===== src/rtl/stim_check_pkg.sv =====
// Definitions shared by the stimulus engine and the checker: sc_cmd codes,
// the failure-record tag, the CHECK_FIFO entry layout and the checker FSM states.
package stim_check_pkg;

  localparam logic [4:0] SC_CMD_IDLE    = 5'd0;
  localparam logic [4:0] SC_CMD_BITMASK = 5'd1;

  // Upper nibble of every failure record in result memory.
  localparam logic [3:0] REC_TAG = 4'b0001;

  // CHECK_FIFO entry is {expected, vec_addr, orv} MSB-first; these give LSB offsets.
  function automatic int unsigned chf_orv_lsb();
    return 0;
  endfunction

  function automatic int unsigned chf_addr_lsb(input int unsigned orv_w);
    return orv_w;
  endfunction

  function automatic int unsigned chf_exp_lsb(input int unsigned orv_w,
                                              input int unsigned addr_w);
    return orv_w + addr_w;
  endfunction

  typedef enum logic [1:0] {
    StIdle,
    StPop,
    StCompare,
    StWrite
  } check_state_e;

endpackage


===== src/rtl/check_if.sv =====
// Avalon-MM write-master bus between the checker and result memory.
interface check_if #(
  parameter int unsigned ADDR_WIDTH = 20,
  parameter int unsigned DATA_WIDTH = 16
);

  logic [ADDR_WIDTH-1:0]   mem_address;
  logic [DATA_WIDTH/8-1:0] mem_byteenable;
  logic                    mem_write;
  logic [DATA_WIDTH-1:0]   mem_writedata;
  logic                    mem_waitrequest;

  modport master (
    output mem_address,
    output mem_byteenable,
    output mem_write,
    output mem_writedata,
    input  mem_waitrequest
  );

  modport slave (
    input  mem_address,
    input  mem_byteenable,
    input  mem_write,
    input  mem_writedata,
    output mem_waitrequest
  );

endinterface


===== src/rtl/check_logger.sv =====
// Serialises one 4-word failure record into Avalon writes, owns the log pointer
// and flags records dropped because the log region is full.
module check_logger
  import stim_check_pkg::*;
#(
  parameter int unsigned           ADDR_WIDTH = 20,
  parameter int unsigned           DATA_WIDTH = 16,
  parameter logic [ADDR_WIDTH-1:0] LOG_BASE   = 20'h80000,
  parameter logic [ADDR_WIDTH-1:0] LOG_LIMIT  = 20'hFFFFC
) (
  input  logic                    clock,
  input  logic                    reset,
  input  logic                    clear_i,
  input  logic                    start_i,
  input  logic [4*DATA_WIDTH-1:0] record_i,
  output logic                    room_o,
  output logic                    done_o,
  output logic                    overflow_o,
  check_if.master                 mem
);

  localparam int unsigned RecWidth = 4 * DATA_WIDTH;

  // One spare bit so the pointer cannot wrap back into range past LOG_LIMIT.
  logic [ADDR_WIDTH:0]     log_ptr_q;
  logic [ADDR_WIDTH-1:0]   addr_q;
  logic [DATA_WIDTH-1:0]   data_q;
  logic [RecWidth-1:0]     rec_q;
  logic [1:0]              word_q;
  logic                    write_q;
  logic                    ovf_q;
  logic                    clr_seen_q;
  logic                    accept;

  assign accept     = write_q & ~mem.mem_waitrequest;
  assign room_o     = (log_ptr_q <= {1'b0, LOG_LIMIT});
  assign done_o     = accept & (word_q == 2'd3);
  assign overflow_o = ovf_q;

  assign mem.mem_address    = addr_q;
  assign mem.mem_writedata  = data_q;
  assign mem.mem_write      = write_q;
  assign mem.mem_byteenable = '1;

  // Record shifter, word counter, log pointer and sticky overflow.
  always_ff @(posedge clock) begin
    if (reset) begin
      log_ptr_q  <= {1'b0, LOG_BASE};
      addr_q     <= LOG_BASE;
      data_q     <= '0;
      rec_q      <= '0;
      word_q     <= 2'd0;
      write_q    <= 1'b0;
      ovf_q      <= 1'b0;
      clr_seen_q <= 1'b0;
    end else begin
      if (start_i && !write_q) begin
        if (room_o) begin
          write_q    <= 1'b1;
          addr_q     <= log_ptr_q[ADDR_WIDTH-1:0];
          data_q     <= record_i[RecWidth-1 -: DATA_WIDTH];
          rec_q      <= record_i << DATA_WIDTH;
          word_q     <= 2'd0;
          clr_seen_q <= 1'b0;
        end else begin
          ovf_q <= 1'b1;
        end
      end else if (accept) begin
        if (word_q == 2'd3) begin
          write_q <= 1'b0;
          // A clear during the record leaves the pointer at the base.
          if (!clr_seen_q) log_ptr_q <= log_ptr_q + (ADDR_WIDTH + 1)'(4);
        end else begin
          addr_q <= addr_q + ADDR_WIDTH'(1);
          data_q <= rec_q[RecWidth-1 -: DATA_WIDTH];
          rec_q  <= rec_q << DATA_WIDTH;
          word_q <= word_q + 2'd1;
        end
      end
      if (clear_i) begin
        log_ptr_q  <= {1'b0, LOG_BASE};
        ovf_q      <= 1'b0;
        clr_seen_q <= 1'b1;
      end
    end
  end

endmodule


===== src/rtl/check.sv =====
// Checker: pops expected/actual pairs, compares them under the programmed
// bitmask, counts pass/fail and logs mismatches to result memory.
module check
  import stim_check_pkg::*;
#(
  parameter int unsigned           ADDR_WIDTH = 20,
  parameter int unsigned           DATA_WIDTH = 16,
  parameter int unsigned           STF_WIDTH  = 24,
  parameter int unsigned           ORV_WIDTH  = 8,
  parameter int unsigned           CHF_WIDTH  = STF_WIDTH + ORV_WIDTH + ADDR_WIDTH,
  parameter int unsigned           SCC_WIDTH  = 5,
  parameter int unsigned           SCD_WIDTH  = 24,
  parameter int unsigned           CNT_WIDTH  = 16,
  parameter logic [ADDR_WIDTH-1:0] LOG_BASE   = 20'h80000,
  parameter logic [ADDR_WIDTH-1:0] LOG_LIMIT  = 20'hFFFFC
) (
  input  logic                 clock,
  input  logic                 reset,
  input  logic [CHF_WIDTH-1:0] cfifo_q,
  input  logic                 cfifo_rdempty,
  output logic                 cfifo_rdreq,
  input  logic [STF_WIDTH-1:0] rfifo_q,
  input  logic                 rfifo_rdempty,
  output logic                 rfifo_rdreq,
  input  logic [SCC_WIDTH-1:0] sc_cmd,
  input  logic [SCD_WIDTH-1:0] sc_data,
  output logic                 sc_ready,
  check_if.master              mem,
  input  logic                 stats_clear,
  output logic [CNT_WIDTH-1:0] pass_count,
  output logic [CNT_WIDTH-1:0] fail_count,
  output logic                 log_overflow
);

  localparam int unsigned ExpLsb  = chf_exp_lsb(ORV_WIDTH, ADDR_WIDTH);
  localparam int unsigned AddrLsb = chf_addr_lsb(ORV_WIDTH);
  localparam int unsigned OrvLsb  = chf_orv_lsb();

  check_state_e          state_q;
  logic                  rdreq_q;
  logic [STF_WIDTH-1:0]  expected_q;
  logic [STF_WIDTH-1:0]  actual_q;
  logic [STF_WIDTH-1:0]  bitmask_q;
  logic [ADDR_WIDTH-1:0] vec_addr_q;
  logic [CNT_WIDTH-1:0]  pass_q;
  logic [CNT_WIDTH-1:0]  fail_q;
  logic                  mismatch;
  logic                  log_start;
  logic                  log_room;
  logic                  log_done;
  logic [4*DATA_WIDTH-1:0] record;
  logic                  unused_orv;

  // The or-value field is consumed by the stimulus side only.
  assign unused_orv = ^cfifo_q[OrvLsb +: ORV_WIDTH];

  assign mismatch  = |((expected_q ^ actual_q) & bitmask_q);
  assign log_start = (state_q == StCompare) & mismatch;
  assign record    = {REC_TAG, vec_addr_q, actual_q, 16'h0000};

  assign cfifo_rdreq  = rdreq_q;
  assign rfifo_rdreq  = rdreq_q;
  // Masks only change when nothing is queued, so no vector sees a mask it was not built for.
  assign sc_ready     = ~reset & (state_q == StIdle) & cfifo_rdempty;
  assign pass_count   = pass_q;
  assign fail_count   = fail_q;

  // Main FSM with registered pop strobe and capture of the popped pair.
  always_ff @(posedge clock) begin
    if (reset) begin
      state_q    <= StIdle;
      rdreq_q    <= 1'b0;
      expected_q <= '0;
      actual_q   <= '0;
      vec_addr_q <= '0;
    end else begin
      unique case (state_q)
        StIdle: begin
          if (!cfifo_rdempty && !rfifo_rdempty) begin
            state_q <= StPop;
            rdreq_q <= 1'b1;
          end
        end
        StPop: begin
          rdreq_q    <= 1'b0;
          expected_q <= cfifo_q[ExpLsb +: STF_WIDTH];
          vec_addr_q <= cfifo_q[AddrLsb +: ADDR_WIDTH];
          actual_q   <= rfifo_q;
          state_q    <= StCompare;
        end
        StCompare: begin
          state_q <= (mismatch && log_room) ? StWrite : StIdle;
        end
        StWrite: begin
          if (log_done) state_q <= StIdle;
        end
        default: state_q <= StIdle;
      endcase
    end
  end

  // Saturating pass/fail counters; clear beats a same-cycle increment.
  always_ff @(posedge clock) begin
    if (reset || stats_clear) begin
      pass_q <= '0;
      fail_q <= '0;
    end else if (state_q == StCompare) begin
      if (mismatch) begin
        if (fail_q != '1) fail_q <= fail_q + CNT_WIDTH'(1);
      end else begin
        if (pass_q != '1) pass_q <= pass_q + CNT_WIDTH'(1);
      end
    end
  end

  // Compare mask written over the sc link; unknown commands are dropped.
  always_ff @(posedge clock) begin
    if (reset) begin
      bitmask_q <= '1;
    end else if (sc_ready && (sc_cmd == SCC_WIDTH'(SC_CMD_BITMASK))) begin
      bitmask_q <= sc_data[STF_WIDTH-1:0];
    end
  end

  check_logger #(
    .ADDR_WIDTH (ADDR_WIDTH),
    .DATA_WIDTH (DATA_WIDTH),
    .LOG_BASE   (LOG_BASE),
    .LOG_LIMIT  (LOG_LIMIT)
  ) u_logger (
    .clock      (clock),
    .reset      (reset),
    .clear_i    (stats_clear),
    .start_i    (log_start),
    .record_i   (record),
    .room_o     (log_room),
    .done_o     (log_done),
    .overflow_o (log_overflow),
    .mem        (mem)
  );

endmodule


===== src/flat_wrapper.sv =====
// flat-port wrapper written by rule: the top's interface ports become plain ports
module check_flat import stim_check_pkg::*;
#(
  parameter int unsigned           ADDR_WIDTH = 20,
  parameter int unsigned           DATA_WIDTH = 16,
  parameter int unsigned           STF_WIDTH  = 24,
  parameter int unsigned           ORV_WIDTH  = 8,
  parameter int unsigned           CHF_WIDTH  = STF_WIDTH + ORV_WIDTH + ADDR_WIDTH,
  parameter int unsigned           SCC_WIDTH  = 5,
  parameter int unsigned           SCD_WIDTH  = 24,
  parameter int unsigned           CNT_WIDTH  = 16,
  parameter logic [ADDR_WIDTH-1:0] LOG_BASE   = 20'h80000,
  parameter logic [ADDR_WIDTH-1:0] LOG_LIMIT  = 20'hFFFFC
)
  (clock, reset, cfifo_q, cfifo_rdempty, cfifo_rdreq, rfifo_q, rfifo_rdempty, rfifo_rdreq, sc_cmd, sc_data, sc_ready, stats_clear, pass_count, fail_count, log_overflow, mem_mem_address, mem_mem_byteenable, mem_mem_write, mem_mem_writedata, mem_mem_waitrequest);
  check_if #(.ADDR_WIDTH(ADDR_WIDTH), .DATA_WIDTH(DATA_WIDTH)) mem_i ();
  input  logic clock;
  input  logic reset;
  input  logic [CHF_WIDTH-1:0] cfifo_q;
  input  logic cfifo_rdempty;
  output logic cfifo_rdreq;
  input  logic [STF_WIDTH-1:0] rfifo_q;
  input  logic rfifo_rdempty;
  output logic rfifo_rdreq;
  input  logic [SCC_WIDTH-1:0] sc_cmd;
  input  logic [SCD_WIDTH-1:0] sc_data;
  output logic sc_ready;
  input  logic stats_clear;
  output logic [CNT_WIDTH-1:0] pass_count;
  output logic [CNT_WIDTH-1:0] fail_count;
  output logic log_overflow;
  output wire logic [$bits(mem_i.mem_address)-1:0] mem_mem_address;
  output wire logic [$bits(mem_i.mem_byteenable)-1:0] mem_mem_byteenable;
  output wire logic [$bits(mem_i.mem_write)-1:0] mem_mem_write;
  output wire logic [$bits(mem_i.mem_writedata)-1:0] mem_mem_writedata;
  input wire logic [$bits(mem_i.mem_waitrequest)-1:0] mem_mem_waitrequest;
  assign mem_mem_address = mem_i.mem_address;
  assign mem_mem_byteenable = mem_i.mem_byteenable;
  assign mem_mem_write = mem_i.mem_write;
  assign mem_mem_writedata = mem_i.mem_writedata;
  assign mem_i.mem_waitrequest = mem_mem_waitrequest;
  check #(.ADDR_WIDTH(ADDR_WIDTH), .DATA_WIDTH(DATA_WIDTH), .STF_WIDTH(STF_WIDTH), .ORV_WIDTH(ORV_WIDTH), .CHF_WIDTH(CHF_WIDTH), .SCC_WIDTH(SCC_WIDTH), .SCD_WIDTH(SCD_WIDTH), .CNT_WIDTH(CNT_WIDTH), .LOG_BASE(LOG_BASE), .LOG_LIMIT(LOG_LIMIT)) u_core (.clock(clock), .reset(reset), .cfifo_q(cfifo_q), .cfifo_rdempty(cfifo_rdempty), .cfifo_rdreq(cfifo_rdreq), .rfifo_q(rfifo_q), .rfifo_rdempty(rfifo_rdempty), .rfifo_rdreq(rfifo_rdreq), .sc_cmd(sc_cmd), .sc_data(sc_data), .sc_ready(sc_ready), .mem(mem_i), .stats_clear(stats_clear), .pass_count(pass_count), .fail_count(fail_count), .log_overflow(log_overflow));
endmodule

===== config.mk =====
export PLATFORM = sky130hd
export DESIGN_NAME = check_flat
export DESIGN_NICKNAME = d
export VERILOG_FILES = /design/src/rtl/stim_check_pkg.sv /design/src/rtl/check_if.sv /design/src/rtl/check_logger.sv /design/src/rtl/check.sv /design/src/flat_wrapper.sv
export SDC_FILE = /design/constraint.sdc
export NUM_CORES = 1
export LEC_CHECK = 0
export ABC_CLOCK_PERIOD_IN_PS = 4550
export BUFFER_PORTS_ARGS = -buffer_cell sky130_fd_sc_hd__clkbuf_2
export CORE_MARGIN = 2
export CORE_UTILIZATION = 25
export DETAILED_ROUTE_END_ITERATION = 8
export GPL_TIMING_DRIVEN = 1
export HOLD_SLACK_MARGIN = 0.03
export PLACE_DENSITY = 0.39
export SYNTH_ARGS = -nofsm -noshare
export SYNTH_HDL_FRONTEND = slang
export SYNTH_HIERARCHICAL = 1
export SYNTH_SLANG_ARGS = --single-unit

===== constraint.sdc =====
create_clock -name clock -period 4.55 [get_ports clock]
set_input_delay 0.91 -clock clock [delete_from_list [all_inputs] [get_ports clock]]
set_output_delay 0.91 -clock clock [all_outputs]
set_load 0.05 [all_outputs]

==> results of run 1 <==
[cells by family (layout without fill, tap and decap cells)]
family	Yosys count	after routing	synth area share, %
fa+ha+maj	5	5	0.604
compound gates	309	309	18.9
xor+xnor	39	39	3.30
other cells	3	24	0.109
buf+inv	110	252	4.60
simple gates	611	611	26.7
mux	4	4	0.386
flops	235	235	45.4
[how the worst max path moves through the flow]
stage	cells after the start	end	slack [ps]	start
6_report	11	u_core/u_logger/mem.mem_address[9]$_SDFFE_PP0P_	1060	u_core/actual_q[7]$_SDFFE_PP0P_
5_1_grt	11	u_core/u_logger/mem.mem_address[13]$_SDFFE_PP0P_	740	u_core/actual_q[7]$_SDFFE_PP0P_
4_1_cts	11	u_core/u_logger/mem.mem_address[9]$_SDFFE_PP0P_	1030	u_core/actual_q[7]$_SDFFE_PP0P_
3_5_place_dp	11	u_core/u_logger/mem.mem_address[9]$_SDFFE_PP0P_	1080	u_core/actual_q[7]$_SDFFE_PP0P_
3_3_place_gp	11	u_core/u_logger/mem.mem_address[9]$_SDFFE_PP0P_	1100	u_core/actual_q[7]$_SDFFE_PP0P_
2_1_floorplan	5	u_core/bitmask_q[10]$_SDFFE_PP1P_	990	reset
[per-stage QoR]
stage | power, mW | setup WS, ps | cell area, sq um
after floorplan | 3.63 | 988 | 10400
final | 6.34 | 1060 | 12700
after global placement | 4.12 | 1100 | 11700
after CTS | 6.47 | 1030 | 12700
after global routing | 6.72 | 741 | 12700
after detailed placement | 4.13 | 1080 | 11700
[per-layer routing]
| metal | GRT usage, % | vias to the layer above |
|---|---|---|
| met3 | 2.36 | 48 |
| li1 | - | 4870 |
| met2 | 24.7 | 179 |
| met5 | 0 | - |
| met1 | 20.2 | 4529 |
| met4 | 3.92 | 0 |
[power breakdown]
part / internal (mW) / switching [mW] / leakage (nW)
combinational: 0.445 / 1.12 / 2.23
sequential: 2.31 / 0.168 / 1.91
clock: 1.36 / 0.942 / 0.472
[cell usage in the layout (no fill, tap or decap), types with 22 or more instances in the layout]
cell type	netlist	routed
xor2_1	29	29
clkbuf_16	0	30
nand2_1	290	290
clkbuf_2	0	174
a21oi_1	166	166
dfxtp_1	235	235
nand3_1	40	40
conb_1	3	22
nand4_1	25	25
o21ai_0	24	24
nor2_1	148	148
a311oi_1	48	48
[worst reg2reg max path, cell delays in order (launching register included)]
cell and delay, ps:
dfxtp_1 340, xor2_1 210, a22oi_1 230, nand4_1 200, nor3_2 420, nor2_1 160, nor3b_2 230, o21ai_0 190
and3_1 790, buf_4 330, nor2_1 70, a211oi_1 190
[final cells by class]
type	count	area, sq um	area share [%]
clock buffers	47	905	7.13
flip-flops and latches	235	4700	37.1
clock inverters	5	53.8	0.424
well taps	532	666	5.24
diodes	2	5.00	0.0394
repair buffers	192	1050	8.25
multi-input cells	990	5280	41.6
inverters	8	30.0	0.237
[flip-flops by register name, summed over array words and instances, names as in the netlist]
register,cells
u_core/pass_count,16
u_core/vec_addr_q,20
u_core/u_logger/mem.mem_address,20
u_core/u_logger/mem.mem_writedata,16
u_core/expected_q,24
u_core/actual_q,24
u_core/cfifo_rdreq,1
u_core/u_logger/word_q,2
u_core/u_logger/mem.mem_write,1
u_core/u_logger/log_ptr_q,19
u_core/u_logger/overflow_o,1
u_core/u_logger/clr_seen_q,1
u_core/u_logger/rec_q,48
u_core/fail_count,16
u_core/state_q,2
u_core/bitmask_q,24
[synthesized netlist by cell type, types with 11 or more instances]
library cell,number
o31ai_1,20
clkbuf_1,73
dfxtp_1,235
or4_1,16
nand3_1,40
or3_1,11
a22oi_1,12
a311oi_1,48
nand4_1,25
nor3_1,17
a21oi_1,166
buf_2,15
nand2_1,290
o21ai_0,24
nor2_1,148
xor2_1,29
==> flow_metrics.env, run 1 <==
export IMPL_crit_family="simple AND/OR/NAND/NOR gates"
export IMPL_synth_area_leaders="dfxtp_1 45%, nand2_1 11%, a21oi_1 8.0%, nor2_1 5.4%, a311oi_1 4.1%"
export IMPL_synth_top_cell_by_area="dfxtp_1"
export IMPL_timing_final_crit_share_pct=76.7
export IMPL_fin_skew_ps=51.4
export IMPL_dr_wl_met2_um=15600
export IMPL_synth_area_per_cell_sq_um=7.87
export IMPL_clk_latency_ps=600
export IMPL_die_x_um=208
export IMPL_drive_gt1_share_pct=17.7
export IMPL_worstSetupPathType="reg2reg"
export IMPL_worstHoldStart="u_core/u_logger/rec_q[28]$_SDFFE_PP0P_"
export IMPL_top_layer="met4"
export IMPL_port_buffers=175
export IMPL_grt_pass1_vias=9164
export IMPL_drc=0
export IMPL_hold_slack_ps=453
export IMPL_min_to="u_core/u_logger/rec_q[28]$_SDFFE_PP0P_"
export IMPL_routedWlPerCell_um=16.4
export IMPL_start_util_pct=25.4
export IMPL_timing_rr_start="u_core/actual_q[7]$_SDFFE_PP0P_"
export IMPL_cpMaxStageDelayCell="and3_1"
export IMPL_syn_area_sq_mm=0.0104
export IMPL_firstDrtPassIters=5
export IMPL_min_path_type="reg2reg"
export IMPL_area_delta_synth_final_pct=22.5
export IMPL_endpoint_kind="flop"
export IMPL_cts_repair_resized=0
export IMPL_critPathBufInv=1
export IMPL_async_flop_share_pct=0
export IMPL_gp_congestion=0.737
export IMPL_final_nets=1573
export IMPL_grt_pass1_wl_um=52300
export IMPL_outcome="finished clean"
export IMPL_clockBufferDepth=3
export IMPL_wl_met1_um=15400
export IMPL_r2r_setup_slack_ps=1060
export IMPL_ys_warn_count=6
export IMPL_via_per_inst=4.79
export IMPL_tightest_slew_ps=1010
export IMPL_vdd_ir_drop_max_uv=291
export IMPL_hold_depth=2
export IMPL_postSynthCellCount=1316
export IMPL_max_stage_delay_ps=790
export IMPL_wl_met3_um=1280
export IMPL_post_cts_buffers=0
export IMPL_finish_utilization_pct=31.1
export IMPL_r2r_cells=11
export IMPL_placed_cells=1957
export IMPL_worstPathRequired_ps=5020
export IMPL_ioPinCount=186
export IMPL_fmax_ghz=0.287
export IMPL_setup_tns_ps=0
export IMPL_worstSetupStartpointType="flop"
export IMPL_numCtsBuffers=30
export IMPL_vias=9626
export IMPL_post_route_min_period_ps=3490
export IMPL_synth_top_area_share_pct=45.4
export IMPL_crit_fanout=18
export IMPL_routed_wl_um=33100
export IMPL_rsz0062_at_grt="false"
export IMPL_cts_sinks=235
export IMPL_die_y_um=208
export IMPL_ys_seq_area_share_pct=45.4
export IMPL_cts_hold_buf=0
export IMPL_hold_viol=0
export IMPL_grt_usage_pct=14.9
export IMPL_relSlewSlack_pct=32.8
export IMPL_r2r_end="u_core/u_logger/mem.mem_address[9]$_SDFFE_PP0P_"
export IMPL_worstPathArrival_ps=3960
export IMPL_synthDistinctLibCells=63
export IMPL_finalSetupViolations=0
export IMPL_path_cells="xor2_1, a22oi_1, nand4_1, nor3_2, nor2_1, nor3b_2, o21ai_0, and3_1, buf_4, nor2_1, a211oi_1"
export IMPL_report_final_slew_viol_count=0
export IMPL_grt_ovfl_total=0
export IMPL_fin_cells=2011
export IMPL_htree_num_levels=1
export IMPL_fillers=4429
export IMPL_row_count=74
export IMPL_clk_pin_slew_worst_paths_ps=60
export IMPL_core_area_sq_mm=0.0408
export IMPL_synth_edf_count=0
export IMPL_synth_flop_cell="dfxtp_1"
export IMPL_clock_root_buffer="clkbuf_16"
export IMPL_die_area_sq_mm=0.0431
export IMPL_ys_seq_elements=235
export IMPL_grt_max_degree=87
export IMPL_drtIter0Drc=476
export IMPL_ant_nets=0
export IMPL_hpwl_um=22400
export IMPL_critPathMostFrequentCell="nor2_1"
export IMPL_leakage_nw=4.61
export IMPL_maxCapViolCount=0
export IMPL_antenna_found_initial=2
export IMPL_cts_tree="done"
export IMPL_power_density_mw_per_mm2=500
No activity file was read; power rests on OpenSTA's default activity.
==> run 2: changes to the inputs <==
ABC_CLOCK_PERIOD_IN_PS = 3200   (was 4550)
PLACE_DENSITY = 0.41   (was 0.39)
clock period = 3.2 ns   (was 4.55 ns; I/O delays follow)
==> run 2 against run 1 <==
Maximum frequency up 25%; sequential cell count unchanged; first-iteration DRC count grew 13%; worst setup slack lost 640 ps; clock skew fell by 28 ps; register-to-register slack lost 640 ps; global-route usage is 0.068 points lower; die area is the same; cell count up 0.94%; via count rose by 0.31%; utilization is 0.62 points higher; count of clock-buffer cells in the layout down 11.
==> flow_metrics.env, run 2 (synthesis results as in run 1) <==
export IMPL_outcome="finished clean"
export IMPL_fmax_ghz=0.359
export IMPL_timing_final_crit_share_pct=86.9
export IMPL_hpwl_um=22800
export IMPL_timing_rr_start="u_core/actual_q[18]$_SDFFE_PP0P_"
export IMPL_power_density_mw_per_mm2=721
export IMPL_rsz0062_at_grt="false"
export IMPL_htree_num_levels=1
export IMPL_ioPinCount=186
export IMPL_worstSetupStartpointType="flop"
export IMPL_fin_skew_ps=23.5
export IMPL_grt_max_degree=83
export IMPL_routedWlPerCell_um=16.2
export IMPL_ant_nets=0
export IMPL_grt_pass1_vias=9384
export IMPL_grt_pass1_wl_um=52300
export IMPL_antenna_cells=0
export IMPL_firstDrtPassIters=4
export IMPL_clk_latency_ps=560
export IMPL_maxCapViolCount=0
export IMPL_finalSetupViolations=0
export IMPL_core_area_sq_mm=0.0408
export IMPL_numCtsBuffers=29
export IMPL_port_buffers=175
export IMPL_min_path_type="in2reg"
export IMPL_antenna_found_initial=0
export IMPL_via_per_inst=4.76
export IMPL_drive_gt1_share_pct=19.5
export IMPL_grt_usage_pct=14.9
export IMPL_hold_viol=0
export IMPL_report_final_slew_viol_count=0
export IMPL_die_area_sq_mm=0.0431
export IMPL_grt_ovfl_total=0
export IMPL_post_route_min_period_ps=2780
export IMPL_die_y_um=208
export IMPL_worstSetupPathType="reg2reg"
export IMPL_routed_wl_um=32900
export IMPL_relSlewSlack_pct=36.6
export IMPL_start_util_pct=25.4
export IMPL_die_x_um=208
export IMPL_endpoint_kind="flop"
export IMPL_tightest_slew_ps=943
export IMPL_cts_hold_buf=0
export IMPL_final_common_cell="nand2_1"
export IMPL_worstPathArrival_ps=3220
export IMPL_largest_register="u_core/u_logger/rec_q"
export IMPL_leakage_nw=4.76
export IMPL_clockBufferDepth=3
export IMPL_startpoint="u_core/actual_q[18]$_SDFFE_PP0P_"
export IMPL_setup_tns_ps=0
export IMPL_mostFrequentLayoutCells="290 x nand2_1, 235 x dfxtp_1, 174 x clkbuf_2, 166 x a21oi_1, 147 x nor2_1"
export IMPL_worstPathRequired_ps=3640
export IMPL_cts_sinks=235
export IMPL_final_nets=1594
export IMPL_crit_fanout=37
export IMPL_vias=9656
export IMPL_vdd_ir_drop_max_uv=419
export IMPL_clock_root_buffer="clkbuf_16"
export IMPL_clk_pin_slew_worst_paths_ps=60
export IMPL_area_delta_synth_final_pct=24.9
export IMPL_total_power_mw=9.33
export IMPL_fillers=4432
export IMPL_largest_reg_flops=48
export IMPL_cts_tree="done"
export IMPL_gp_congestion=0.765
export IMPL_worstHoldStart="cfifo_q[48]"
export IMPL_drc=0
export IMPL_row_count=74
export IMPL_drtIter0Drc=537
run 2: worst max-delay path: stages (launching register included):
cell      delay, ps
dfxtp_1         370
xor2_1          270
a22oi_1         140
nand4_1         190
nor3_2          100
nor2_2          200
nor3b_4         330
o21ai_0         230
nand3_4         270
buf_12          230
nor2_1           60
a311oi_1        260
run 2: final timing paths:
check	slack [ps]	end	depth (start not counted)
setup / recovery	420	u_core/u_logger/rec_q[53]$_SDFFE_PP0P_	11
hold / removal	300	u_core/expected_q[20]$_SDFFE_PP0P_	3
setup reg to reg	420	u_core/u_logger/rec_q[53]$_SDFFE_PP0P_	11
hold reg to reg	450	u_core/u_logger/rec_q[30]$_SDFFE_PP0P_	2
run 2: final cells by class:
type | instances | area [sq um] | share of cell area [%]
repair buffers | 214 | 1250 | 9.65
flip-flops and latches | 235 | 4700 | 36.3
well taps | 532 | 666 | 5.14
inverters | 8 | 30.0 | 0.232
clock buffers | 36 | 812 | 6.27
multi-input cells | 990 | 5300 | 40.9
clock inverters | 15 | 185 | 1.43
run 2: through the flow:
step | hold slack, ps | setup WS [ps] | instances | util (%) | area (sq um)
finish | 298 | 418 | 2030 | 31.7 | 12900
detailed placement | 447 | 153 | 1979 | 29.2 | 11900
global placement | 439 | 190 | 1979 | 29.2 | 11900
CTS | 265 | 142 | 2030 | 31.7 | 12900
global route | 283 | 38.6 | 2030 | 31.7 | 12900
floorplan | 432 | 614 | 1335 | - | 10400
run 2: timing repair:
| item | in CTS | in global routing |
|---|---|---|
| gates resized for setup | 0 | 2 |
| setup endpoints to repair | 0 | 75 |
| buffers inserted | 0 | 0 |
run 2: power by group:
part	switching, mW	internal, mW	total [mW]	leakage (nW)
Combinational	1.62	0.743	2.36	2.35
Clock	1.33	2.11	3.44	0.499
Sequential	0.247	3.29	3.53	1.91
Total	3.19	6.14	9.33	4.76
run 2: metal layers:
metal	GRT usage [%]	vias up	routed length [um]
li1	-	4922	-
met1	20.2	4535	15800
met2	24.7	162	15400
met3	2.18	37	1190
met4	3.82	0	565
met5	0	-	0
==> run 3: changes to the inputs <==
ABC_CLOCK_PERIOD_IN_PS = 2750   (was 3200)
HOLD_SLACK_MARGIN = 0.1   (was 0.03)
PLACE_DENSITY = 0.39   (was 0.41)
clock period = 2.75 ns   (was 3.2 ns; I/O delays follow)
==> run 3 against run 2 <==
Power is 20% higher; largest cell class unchanged; die area unchanged; final area rose by 2.4%; clock power up 22%; largest power group is now the clock network; critical path type unchanged.
==> flow_metrics.env, run 3 (synthesis results as in run 1) <==
export IMPL_hold_depth=3
export IMPL_vias=9854
export IMPL_final_common_cell="nand2_1"
export IMPL_worstPathRequired_ps=3230
export IMPL_finalSetupViolations=0
export IMPL_routed_wl_um=34600
export IMPL_port_buffers=175
export IMPL_wl_met3_um=1390
export IMPL_clk_pin_slew_worst_paths_ps=60
export IMPL_crit_fanout=15
export IMPL_via_per_inst=4.81
export IMPL_hold_viol=0
export IMPL_maxCapViolCount=0
export IMPL_drc=0
export IMPL_outcome="finished clean"
export IMPL_hold_slack_ps=210
export IMPL_tightest_slew_ps=782
export IMPL_die_area_sq_mm=0.0431
export IMPL_start_util_pct=25.4
export IMPL_power_density_mw_per_mm2=847
export IMPL_fin_ws_ps=185
export IMPL_grt_usage_pct=15.3
export IMPL_leakage_nw=4.91
export IMPL_dr_wl_met2_um=16000
export IMPL_firstDrtPassIters=5
export IMPL_total_power_mw=11.2
export IMPL_gp_congestion=0.737
export IMPL_drive_gt1_share_pct=20.5
export IMPL_setup_tns_ps=0
export IMPL_cts_hold_buf=0
export IMPL_grt_pass1_wl_um=53400
export IMPL_drtIter0Drc=591
export IMPL_largest_register="u_core/u_logger/rec_q"
export IMPL_r2r_setup_slack_ps=190
export IMPL_endpoint_kind="flop"
export IMPL_ant_nets=0
export IMPL_fin_skew_ps=7.21
export IMPL_max_stage_delay_ps=330
export IMPL_clk_latency_ps=560
export IMPL_grt_ovfl_total=0
export IMPL_fmax_ghz=0.390
export IMPL_htree_num_levels=1
export IMPL_clockBufferDepth=3
export IMPL_worstSetupStartpointType="flop"
export IMPL_grt_max_degree=102
export IMPL_wl_met1_um=16600
export IMPL_min_path_type="in2reg"
export IMPL_antenna_found_initial=0
export IMPL_largest_reg_flops=48
export IMPL_report_final_slew_viol_count=0
export IMPL_relSlewSlack_pct=47.9
export IMPL_path_cells="xor2_1, a22oi_1, nand4_1, nor3_4, nor2_2, nor3b_4, o41ai_2, and3_4, buf_4, o21ai_0, a21oi_1"
export IMPL_worstSetupPathType="reg2reg"
export IMPL_grt_pass1_vias=9465
export IMPL_cts_sinks=235
export IMPL_post_route_min_period_ps=2560
export IMPL_mostFrequentLayoutCells="290 x nand2_1, 235 x dfxtp_1, 174 x clkbuf_2, 166 x a21oi_1, 147 x nor2_1"
export IMPL_clock_root_buffer="clkbuf_16"
export IMPL_die_y_um=208
export IMPL_detailedPlace_worstSlack_ps=-110
export IMPL_hpwl_um=22700
export IMPL_final_nets=1612
export IMPL_ioPinCount=186
export IMPL_timing_final_crit_share_pct=93.3
export IMPL_finish_utilization_pct=32.5
export IMPL_row_count=74
export IMPL_antenna_cells=0
export IMPL_routedWlPerCell_um=16.9
export IMPL_die_x_um=208
export IMPL_area_delta_synth_final_pct=27.9
export IMPL_rsz0062_at_grt="false"
export IMPL_r2r_cells=11
export IMPL_vdd_ir_drop_max_uv=530
export IMPL_worstPathArrival_ps=3040
export IMPL_top_layer="met4"
export IMPL_core_area_sq_mm=0.0408
export IMPL_cts_tree="done"
export IMPL_numCtsBuffers=30
export IMPL_cpMaxStageDelayCell="dfxtp_1"
run 3: area by class of cell:
class	instances	area, sq um
multi-input combinational	992	5350
sequential	235	4700
fill	4419	27600
tap	532	666
inverter	8	30.0
timing repair buffer	229	1440
clock inverter	7	135
clock buffer	46	922
run 3: path summary, 6_finish.rpt:
check,start,end
worst max-delay path,u_core/actual_q[19]$_SDFFE_PP0P_,u_core/u_logger/mem.mem_address[13]$_SDFFE_PP0P_
worst min-delay path,cfifo_q[22],u_core/vec_addr_q[14]$_SDFFE_PP0P_
worst max register to register,u_core/actual_q[19]$_SDFFE_PP0P_,u_core/u_logger/mem.mem_address[13]$_SDFFE_PP0P_
worst min register to register,u_core/u_logger/overflow_o$_SDFFE_PP0P_,u_core/u_logger/overflow_o$_SDFFE_PP0P_
run 3: critical path: cells and delay by family, from the launching register on:
| kind | cells | cell delay [ps] |
|---|---|---|
| xor gates and xnor gates | 1 | 180 |
| AOI/OAI and AO/OA | 4 | 690 |
| buffers and inverters | 1 | 210 |
| DFF | 1 | 330 |
| and+or+nand+nor | 5 | 1070 |
run 3: what timing repair did:
| item | CTS | global route |
|---|---|---|
| resized for setup | 2 | 10 |
| pin swaps | 0 | 3 |
| setup endpoints to repair | 40 | 79 |
| cloned | 0 | 4 |
| setup buffers | 1 | 0 |
run 3: metrics by stage:
stage	cells	area [sq um]
after floorplan	1335	10400
after global placement	1991	12100
after detailed placement	1991	12100
after CTS	2045	13100
after global routing	2049	13300
final	2049	13300
run 3: routing by layer:
| layer | vias up | track usage (%) |
|---|---|---|
| met1 | 4665 | 21.2 |
| met3 | 35 | 2.25 |
| li1 | 4963 | - |
| met2 | 191 | 24.9 |
| met5 | - | 0 |
| met4 | 0 | 3.57 |
run 3: report_power, final:
part	internal (mW)	total, mW	switching, mW
Combinational	0.963	2.94	1.97
Clock	2.65	4.19	1.54
Sequential	3.82	4.09	0.264
Total	7.44	11.2	3.78
